<file path="src/rtl/instr_sequencer_if.sv">
// Instruction-issue bus between the sequencer and its programmer/CPU side.
// The step signal exists only when SEQ_SINGLE_STEP_EN is defined.
interface instr_sequencer_if #(
  parameter int ADDR_W = 4
);
  logic              prog_we;
  logic [ADDR_W-1:0] prog_addr;
  logic [8:0]        prog_wdata;
  logic              start;
`ifdef SEQ_SINGLE_STEP_EN
  logic              step;
`endif
  logic [8:0]        instr;
  logic              instr_valid;
  logic [ADDR_W-1:0] pc;
  logic              busy;
  logic              done;
  logic              illegal;

`ifdef SEQ_SINGLE_STEP_EN
  modport master (
    input  prog_we,
    input  prog_addr,
    input  prog_wdata,
    input  start,
    input  step,
    output instr,
    output instr_valid,
    output pc,
    output busy,
    output done,
    output illegal
  );

  modport slave (
    output prog_we,
    output prog_addr,
    output prog_wdata,
    output start,
    output step,
    input  instr,
    input  instr_valid,
    input  pc,
    input  busy,
    input  done,
    input  illegal
  );
`else
  modport master (
    input  prog_we,
    input  prog_addr,
    input  prog_wdata,
    input  start,
    output instr,
    output instr_valid,
    output pc,
    output busy,
    output done,
    output illegal
  );

  modport slave (
    output prog_we,
    output prog_addr,
    output prog_wdata,
    output start,
    input  instr,
    input  instr_valid,
    input  pc,
    input  busy,
    input  done,
    input  illegal
  );
`endif
endinterface

</file>
<file path="src/rtl/instr_sequencer.sv">
// Program memory + PC stepper issuing one registered 9-bit word per clock.
// Optional single-step gating via SEQ_SINGLE_STEP_EN.
module instr_sequencer #(
  parameter int          ADDR_W  = 4,
  parameter logic [2:0]  HALT_OP = 3'b111
) (
  input  logic              CLK,
  input  logic              RST_N,
  instr_sequencer_if.master bus
);

  localparam int DEPTH = 1 << ADDR_W;

  typedef enum logic [1:0] {
    S_IDLE,
    S_RUN,
    S_DONE
  } state_t;

  state_t            state_q;
  logic [ADDR_W-1:0] pc_q;
  logic              end_q;
  logic [8:0]        instr_q;
  logic              valid_q;
  logic              done_q;
  logic              ill_q;

  logic [8:0]        mem_q [DEPTH];

  logic [8:0]        word;
  logic [2:0]        op;
  logic              adv;
  logic              fin;
  logic              bad;
  logic              last;
  logic [ADDR_W-1:0] pc_inc;

  assign word   = mem_q[pc_q];
  assign op     = word[8:6];
  assign last   = (pc_q == ADDR_W'(DEPTH - 1));
  assign pc_inc = pc_q + ADDR_W'(1);

`ifdef SEQ_SINGLE_STEP_EN
  assign adv = bus.step;
`else
  assign adv = 1'b1;
`endif

  // end_q marks that the top word was consumed and pc has wrapped
  assign fin = end_q || (op == HALT_OP);
  assign bad = !fin && ((op == 3'b011) || (op == 3'b101));

  always_ff @(posedge CLK) begin
    if ((state_q != S_RUN) && bus.prog_we) begin
      mem_q[bus.prog_addr] <= bus.prog_wdata;
    end
  end

  always_ff @(posedge CLK or negedge RST_N) begin
    if (!RST_N) begin
      state_q <= S_IDLE;
      pc_q    <= '0;
      end_q   <= 1'b0;
      instr_q <= '0;
      valid_q <= 1'b0;
      done_q  <= 1'b0;
      ill_q   <= 1'b0;
    end else begin
      unique case (state_q)
        S_RUN: begin
          instr_q <= '0;
          valid_q <= 1'b0;
          if (adv) begin
            unique case (1'b1)
              fin: begin
                state_q <= S_DONE;
                done_q  <= 1'b1;
                end_q   <= 1'b0;
                if (end_q) begin
                  pc_q <= '0;
                end
              end
              bad: begin
                ill_q <= 1'b1;
                pc_q  <= pc_inc;
                end_q <= last;
              end
              default: begin
                instr_q <= word;
                valid_q <= 1'b1;
                pc_q    <= pc_inc;
                end_q   <= last;
              end
            endcase
          end
        end
        default: begin
          instr_q <= '0;
          valid_q <= 1'b0;
          if (bus.start) begin
            state_q <= S_RUN;
            pc_q    <= '0;
            end_q   <= 1'b0;
            done_q  <= 1'b0;
            ill_q   <= 1'b0;
          end
        end
      endcase
    end
  end

  assign bus.instr       = instr_q;
  assign bus.instr_valid = valid_q;
  assign bus.pc          = pc_q;
  assign bus.busy        = (state_q == S_RUN);
  assign bus.done        = done_q;
  assign bus.illegal     = ill_q;

endmodule

</file>
<file path="src/flat_wrapper.sv">
// flat-port wrapper written by rule: the top's interface ports become plain ports
module instr_sequencer_flat 
#(
  parameter int          ADDR_W  = 4,
  parameter logic [2:0]  HALT_OP = 3'b111
)
  (CLK, RST_N, bus_prog_we, bus_prog_addr, bus_prog_wdata, bus_start, bus_instr, bus_instr_valid, bus_pc, bus_busy, bus_done, bus_illegal);
  instr_sequencer_if #(.ADDR_W(ADDR_W)) bus_i ();
  input  logic CLK;
  input  logic RST_N;
  input wire logic [$bits(bus_i.prog_we)-1:0] bus_prog_we;
  input wire logic [$bits(bus_i.prog_addr)-1:0] bus_prog_addr;
  input wire logic [$bits(bus_i.prog_wdata)-1:0] bus_prog_wdata;
  input wire logic [$bits(bus_i.start)-1:0] bus_start;
  output wire logic [$bits(bus_i.instr)-1:0] bus_instr;
  output wire logic [$bits(bus_i.instr_valid)-1:0] bus_instr_valid;
  output wire logic [$bits(bus_i.pc)-1:0] bus_pc;
  output wire logic [$bits(bus_i.busy)-1:0] bus_busy;
  output wire logic [$bits(bus_i.done)-1:0] bus_done;
  output wire logic [$bits(bus_i.illegal)-1:0] bus_illegal;
  assign bus_i.prog_we = bus_prog_we;
  assign bus_i.prog_addr = bus_prog_addr;
  assign bus_i.prog_wdata = bus_prog_wdata;
  assign bus_i.start = bus_start;
  assign bus_instr = bus_i.instr;
  assign bus_instr_valid = bus_i.instr_valid;
  assign bus_pc = bus_i.pc;
  assign bus_busy = bus_i.busy;
  assign bus_done = bus_i.done;
  assign bus_illegal = bus_i.illegal;
  instr_sequencer #(.ADDR_W(ADDR_W), .HALT_OP(HALT_OP)) u_core (.CLK(CLK), .RST_N(RST_N), .bus(bus_i));
endmodule
</file>
<file path="config.mk">
export PLATFORM = sky130hd
export DESIGN_NAME = instr_sequencer_flat
export DESIGN_NICKNAME = d
export VERILOG_FILES = /design/src/rtl/instr_sequencer_if.sv /design/src/rtl/instr_sequencer.sv /design/src/flat_wrapper.sv
export SDC_FILE = /design/constraint.sdc
export NUM_CORES = 1
export LEC_CHECK = 0
export ABC_AREA = 1
export CAP_MARGIN = 20
export CORE_ASPECT_RATIO = 0.75
export CORE_MARGIN = 2
export CORE_UTILIZATION = 25
export CTS_CLUSTER_SIZE = 30
export DETAILED_ROUTE_END_ITERATION = 10
export PLACE_DENSITY = 0.48
export SLEW_MARGIN = 15
export SYNTH_ARGS = -nofsm -noshare
export SYNTH_HDL_FRONTEND = slang
export SYNTH_SLANG_ARGS = --single-unit
</file>
<file path="constraint.sdc">
create_clock -name CLK -period 1.7 [get_ports CLK]
set_input_delay 0.17 -clock CLK [delete_from_list [all_inputs] [get_ports CLK]]
set_output_delay 0.17 -clock CLK [all_outputs]
set_load 0.005 [all_outputs]
</file>
==> flow_summary.json, run 1 <==
{
  "outcome": "finished with violations",
  "violations": "setup timing",
  "holdWs_ns": 0.0763,
  "ys_warn_count": 0,
  "slew_headroom_pct": 76.7,
  "syn_avg_cell_area_sq_um": 11.8,
  "synth.area.top_cells": "edfxtp_1 (65%), dfrtp_1 (6.8%), nand2_1 (6.0%), nand3_1 (4.4%), nor2_1 (3.8%)",
  "hold_violations": 0,
  "hold_path_class": "input port to async pin",
  "pin_count": 34,
  "place_ws_ns": -0.335,
  "cts_hold_buf": 0,
  "drv_slew": 0,
  "die_h_um": 145,
  "tns_ns": -1.88,
  "critical_path.max_fanout": 6,
  "design_power_total_uw": 16300,
  "intPower_uw": 10400,
  "area_growth_pct": 44.6,
  "layout.nets": 705,
  "p_clk_share_pct": 25.0,
  "rr_endpoint": "u_core.bus.instr[0]$_DFF_PN0_",
  "synth-seq-area-share_pct": 71.8,
  "core_region_area_sq_um": 26000,
  "initial_utilization_pct": 25.5,
  "track_usage_pct": 13.8,
  "ys.flop_type": "edfxtp_1",
  "antenna_found_initial": 0,
  "crit_required_ns": 2.00,
  "grt_max_degree": 25,
  "worstSetupPathType": "register to register",
  "peakVddDrop_uv": 916,
  "cts.sink_count": 162,
  "first_pass_iters": 5,
  "synth_top_area_cell": "edfxtp_1",
  "cp-end-kind": "register",
  "port-buffer-count": 33,
  "cts.htree.levels": 4,
  "power-per-cell-area_nw_per_um2": 1690,
  "cp.arrival_ns": 2.13,
  "multi_input_area_sq_um": 2130,
  "setup_violations": 18,
  "final-instance-count-excl-fill": 1043,
  "diodes": 0,
  "totalWireLength_um": 18800,
  "hpwl_um": 12500,
  "p_sw_share_pct": 36.2,
  "ctsLongestPathBuffers": 2,
  "p_leak_uw": 0.00356,
  "maxCapViolCount": 0,
  "die_w_um": 192,
  "synth-async-reset-ratio_pct": 11.1,
  "p_switching_uw": 5880,
  "postRouteAntennaNets": 0,
  "syn-instance-count": 564,
  "rsz0062_at_grt": "yes",
  "dieArea_sq_um": 27900,
  "synth_enable_flop_cells": 144,
  "worstSkewPairLatency_ns": 0.43,
  "nFillCells": 2514,
  "globalRouteOverflowTotal": 0,
  "setup_ws_ns": -0.128,
  "seqPwrFrac_pct": 28.9,
  "numCtsBuffers": 17,
  "syn-num-nets": 582,
  "post_drt_wl_per_cell_um": 18.0,
  "cts_root_buf": "clkbuf_16",
  "timing.final.crit_share_pct": 108,
  "seq_area_sq_um": 4780,
  "grt_pass1_wl_um": 28500,
  "cts_tree": "yes",
  "clock.fmax_ghz": 0.547,
  "tightest_slew_ns": 0.349,
  "finClkSkew_ns": 0.0157,
  "drive_gt1_share_pct": 34.6,
  "finalCriticalPeriod_ns": 1.83,
  "synth_top_area_share_pct": 65.0,
  "grt_pass1_vias": 4819,
  "num_rows": 51,
  "via_count": 4731,
  "synth_seq_cells": 162,
  "place_congestion": 0.832,
  "p_comb_share_pct": 46.1,
  "drc": 0,
  "r2r_cells": 12,
  "drt_iter0_drc": 519,
  "post-place-cells": 983,
  "worstSetupStartpointType": "register",
  "viasPerCell": 4.54,
  "reg2reg_slack_ns": -0.13,
  "clk_pin_slew_ns": 0.06,
  "synth_area_sq_um": 6650,
  "synth.distinct_cells": 25,
  "r2r-start": "u_core.bus.pc[0]$_DFFE_PN0P_"
}
[power by group through the flow]
| stage | logic, uW | clock network (uW) | registers, uW |
|---|---|---|---|
| floorplan | 3200 | 0 | 4760 |
| global placement | 5690 | 0 | 4760 |
| detailed placement | 5750 | 0 | 4750 |
| CTS | 7120 | 4160 | 4700 |
| global route | 8100 | 4340 | 4720 |
| finish | 7490 | 4070 | 4700 |
[per-stage QoR]
step,util [%],area [sq um]
2_1_floorplan,-,6810
3_3_place_gp,31.2,8120
3_5_place_dp,31.2,8120
4_1_cts,36.2,9440
5_1_grt,36.9,9620
6_report,36.9,9620
[how the worst max path moves through the flow]
stage	startpoint	end	slack, ns	cells after the start
after global routing	u_core.bus.pc[0]$_DFFE_PN0P_	u_core.bus.instr[5]$_DFF_PN0_	-0.23	14
after floorplan	u_core.state_q[1]$_DFFE_PN0P_	u_core.mem_q[10][0]$_DFFE_PP_	0.005	7
after detailed placement	bus_prog_we	u_core.mem_q[6][7]$_DFFE_PP_	-0.34	6
after global placement	bus_prog_we	u_core.mem_q[10][6]$_DFFE_PP_	-0.33	6
after CTS	u_core.bus.pc[0]$_DFFE_PN0P_	u_core.bus.instr[0]$_DFF_PN0_	-0.15	14
final	u_core.bus.pc[0]$_DFFE_PN0P_	u_core.bus.instr[0]$_DFF_PN0_	-0.13	12
[cell type report]
cell class              instances  share of cell area, %
flip-flops and latches        162                   49.7
multi-input cells             333                   22.1
repair buffers                132                   15.5
well taps                     344                   4.47
clock buffers                  17                   4.42
clock inverters                14                   2.12
inverters                      41                   1.72
[worst max-delay path: stages (launching register included)]
cell	delay [ns]
dfrtp_2	0.45
clkinv_4	0.12
buf_12	0.14
nand2_1	0.05
nand3_1	0.11
nand3_2	0.11
nand3_2	0.11
nand2_4	0.08
nor2_4	0.18
nand2_4	0.08
nand3_4	0.10
buf_12	0.15
nor3_4	0.04
[cells by family (layout without fill, tap and decap cells)]
group	Yosys count	count (layout)	share of synthesized area (%)
buffers and inverters	69	204	4.61
AO/OA/AOI/OAI	77	77	6.25
flip-flops	162	162	71.8
adder cells (fa/ha/maj)	1	1	0.188
XOR/XNOR	2	2	0.263
AND/OR/NAND/NOR	253	253	16.9
[synthesized netlist by cell type, types with 4 or more instances]
| library cell | count |
|---|---|
| buf_2 | 11 |
| inv_1 | 37 |
| nand4_1 | 4 |
| nand3_1 | 59 |
| nor2_1 | 68 |
| nor3_2 | 9 |
| edfxtp_1 | 144 |
| dfrtp_1 | 18 |
| o22ai_1 | 24 |
| nand2_1 | 107 |
| o21ai_1 | 19 |
| o21ai_0 | 33 |
| clkbuf_1 | 9 |
[flip-flops by register name, summed over array words and instances (netlist names)]
| register | flops |
|---|---|
| u_core.bus.instr | 9 |
| u_core.bus.illegal | 1 |
| u_core.bus.pc | 4 |
| u_core.bus.instr_valid | 1 |
| u_core.end_q | 1 |
| u_core.state_q | 2 |
| u_core.mem_q | 144 |
[layer usage]
layer	global-route usage, %	vias up	share of wire (%)
met5	0	-	0
met4	2.71	0	1.0
met3	4.77	16	7.3
met2	19.4	148	43
met1	20.5	2343	49
li1	-	2224	-
[what timing repair did]
action / in CTS / in global routing
resized for setup: 69 / 54
endpoints found under the setup margin: 129 / 125
cloned: 3 / 1
pin swaps: 25 / 34
setup buffers: 24 / 5
[cells in the final DEF (no fill, tap or decap), types with 5 or more instances in the layout]
master / synthesis / routed
buf_4: 3 / 59
nand3_1: 59 / 20
edfxtp_1: 144 / 144
clkdlybuf4s50_1: 0 / 30
nand2_4: 1 / 10
nand3_4: 0 / 5
nand2_2: 2 / 19
nor3_4: 0 / 7
o21ai_0: 33 / 31
o22ai_1: 24 / 20
nor2_1: 68 / 50
dfrtp_1: 18 / 16
buf_6: 3 / 8
o21ai_1: 19 / 19
nand3_2: 1 / 35
clkbuf_16: 0 / 18
nand2_1: 107 / 81
clkinv_4: 0 / 5
nor2_4: 2 / 20
buf_12: 0 / 28
inv_1: 37 / 34
(Power assumes the default switching activity.)
==> run 2, diff against run 1 <==
- CAP_MARGIN: 20 -> default
- PLACE_DENSITY: 0.48 -> 0.47
- clock period: 1.7 -> 1.95 ns (I/O delays scaled with it)
==> flow_summary.json, run 2 (same netlist as run 1, synthesis figures left out) <==
{
  "slew_headroom_pct": 54.2,
  "peakVddDrop_uv": 777,
  "seq_area_sq_um": 4780,
  "p_sw_share_pct": 35.1,
  "track_usage_pct": 12.8,
  "multi_input_area_sq_um": 1680,
  "first_pass_iters": 5,
  "nFillCells": 2608,
  "pin_count": 34,
  "clock.fmax_ghz": 0.533,
  "place_congestion": 0.866,
  "final_cell_mix": "edfxtp_1 (144), nand2_1 (97), nor2_1 (68)",
  "area_growth_pct": 28.0,
  "cts.sink_count": 162,
  "drv_slew": 0,
  "outcome": "finished, final reports clean",
  "post-place-cells": 946,
  "crit_required_ns": 2.27,
  "grt_pass1_wl_um": 26400,
  "antenna_found_initial": 0,
  "dieArea_sq_um": 27900,
  "die_w_um": 192,
  "drt_iter0_drc": 364,
  "die_h_um": 145,
  "tns_ns": 0,
  "grt_pass1_vias": 4500,
  "cts_tree": "yes",
  "setup_ws_ns": 0.0751,
  "final_common_cell": "edfxtp_1",
  "initial_utilization_pct": 25.5,
  "clk_pin_slew_ns": 0.06,
  "viasPerCell": 4.57,
  "via_count": 4543,
  "cts_hold_buf": 0,
  "worstSkewPairLatency_ns": 0.43,
  "hpwl_um": 10900,
  "cts.htree.levels": 4,
  "finalCriticalPeriod_ns": 1.87,
  "drive_gt1_share_pct": 18.5,
  "power-per-cell-area_nw_per_um2": 1510,
  "port-buffer-count": 33,
  "core_region_area_sq_um": 26000,
  "timing.final.crit_share_pct": 96.2,
  "cts_root_buf": "clkbuf_16",
  "largest_register_ffs": 144,
  "p_switching_uw": 4510,
  "worstSetupPathType": "register to register",
  "setup_violations": 0,
  "hold_violations": 0,
  "drc": 0,
  "hold_path_class": "input port to async pin",
  "regMostFlops": "u_core.mem_q",
  "post_drt_wl_per_cell_um": 17.9,
  "tightest_slew_ns": 0.685,
  "rsz0062_at_grt": "yes",
  "p_leak_uw": 0.00315,
  "totalWireLength_um": 17800,
  "p_clk_share_pct": 27.2,
  "p_comb_share_pct": 40.8,
  "critical_path.max_fanout": 6,
  "grt_max_degree": 49,
  "globalRouteOverflowTotal": 0,
  "cp-end-kind": "register",
  "maxCapViolCount": 0,
  "cp.arrival_ns": 2.20,
  "worstSetupStartpointType": "register",
  "seqPwrFrac_pct": 32.0,
  "postRouteAntennaNets": 0,
  "num_rows": 51,
  "final-instance-count-excl-fill": 994,
  "numCtsBuffers": 17,
  "diodes": 0,
  "intPower_uw": 8350,
  "finClkSkew_ns": 0.00831,
  "layout.nets": 655,
  "ctsLongestPathBuffers": 2,
  "place_ws_ns": 0.0480
}
## run 2: cell types whose count changed in the layout (fill, tap and decap cells not counted), sizes merged
| cell | previous run | this run |
|---|---|---|
| dlygate4sd2 | 3 | 0 |
| clkbuf | 18 | 21 |
| clkinv | 7 | 6 |
| clkdlybuf4s50 | 30 | 33 |
| clkinvlp | 2 | 1 |
| buf | 98 | 47 |
| inv | 42 | 43 |
## run 2: worst paths after layout
check                                               startpoint  cells after the start                             end  slack (ns)
worst max-delay path              u_core.bus.pc[0]$_DFFE_PN0P_                     13   u_core.bus.instr[6]$_DFF_PN0_        0.08
worst min-delay path                                     RST_N                      2    u_core.bus.pc[0]$_DFFE_PN0P_        0.11
worst max register to register    u_core.bus.pc[0]$_DFFE_PN0P_                     13   u_core.bus.instr[6]$_DFF_PN0_        0.08
worst min register to register  u_core.bus.illegal$_DFFE_PN0P_                      2  u_core.bus.illegal$_DFFE_PN0P_        0.53
max in group asynchronous                                RST_N                      2    u_core.bus.pc[0]$_DFFE_PN0P_        1.62
min in group CLK                                     bus_start                      3   u_core.state_q[0]$_DFFE_PN0P_        0.38
## run 2: power groups by stage
| stage | registers, uW | logic (uW) | clock network (uW) |
|---|---|---|---|
| after CTS | 4090 | 4380 | 3570 |
| after detailed placement | 4160 | 4350 | 0 |
| after global placement | 4160 | 4270 | 0 |
| after global routing | 4130 | 5740 | 3720 |
| final | 4110 | 5250 | 3500 |
| after floorplan | 4150 | 2750 | 0 |
## run 2: worst max-delay path, cell delays in order, from the launching register on
cell,delay (ns)
dfrtp_2,0.46
inv_4,0.09
buf_12,0.13
buf_8,0.11
nand2_1,0.07
nand3_2,0.08
nand3_2,0.08
nand3_2,0.11
nand2_4,0.08
nor2_4,0.16
nand2_4,0.10
nand3_4,0.12
buf_4,0.14
nor3_2,0.04
## run 2: metrics by stage
stage / utilization (%) / hold WS [ns] / power, uW / area (sq um)
after detailed placement: 29.1 / 0.528 / 8510 / 7570
after CTS: 31.5 / 0.0967 / 12000 / 8190
after global routing: 32.7 / 0.112 / 13600 / 8510
final: 32.7 / 0.107 / 12900 / 8510
after floorplan: - / -0.101 / 6900 / 6650
after global placement: 29.1 / 0.512 / 8430 / 7570
## run 2: metal layers
metal | vias up | wire, um | global-route usage, %
met3 | 13 | 888 | 3.34
met4 | 0 | 120 | 3.36
met1 | 2285 | 8750 | 18.4
met5 | - | 0 | 0
li1 | 2124 | - | -
met2 | 121 | 8060 | 18.9
## run 2: what timing repair did
| action | CTS | global route |
|---|---|---|
| pin swaps | 0 | 15 |
| setup buffers | 0 | 13 |
| setup endpoints to repair | 1 | 14 |
| gates resized for setup | 2 | 41 |
| gates cloned | 0 | 3 |
## run 2: area by class of cell
cell class	count	share of cell area, %
clock inverter	13	2.15
clock buffer	19	5.09
timing repair buffer	82	10.0
inverter	41	1.87
tap	344	5.06
multi-input combinational	333	19.7
sequential	162	56.1
==> run 3, diff against run 2 <==
- CTS_CLUSTER_SIZE: 30 -> 8
==> results of run 3 <==
The final DEF is identical to that of run 2; final timing and power are the same.
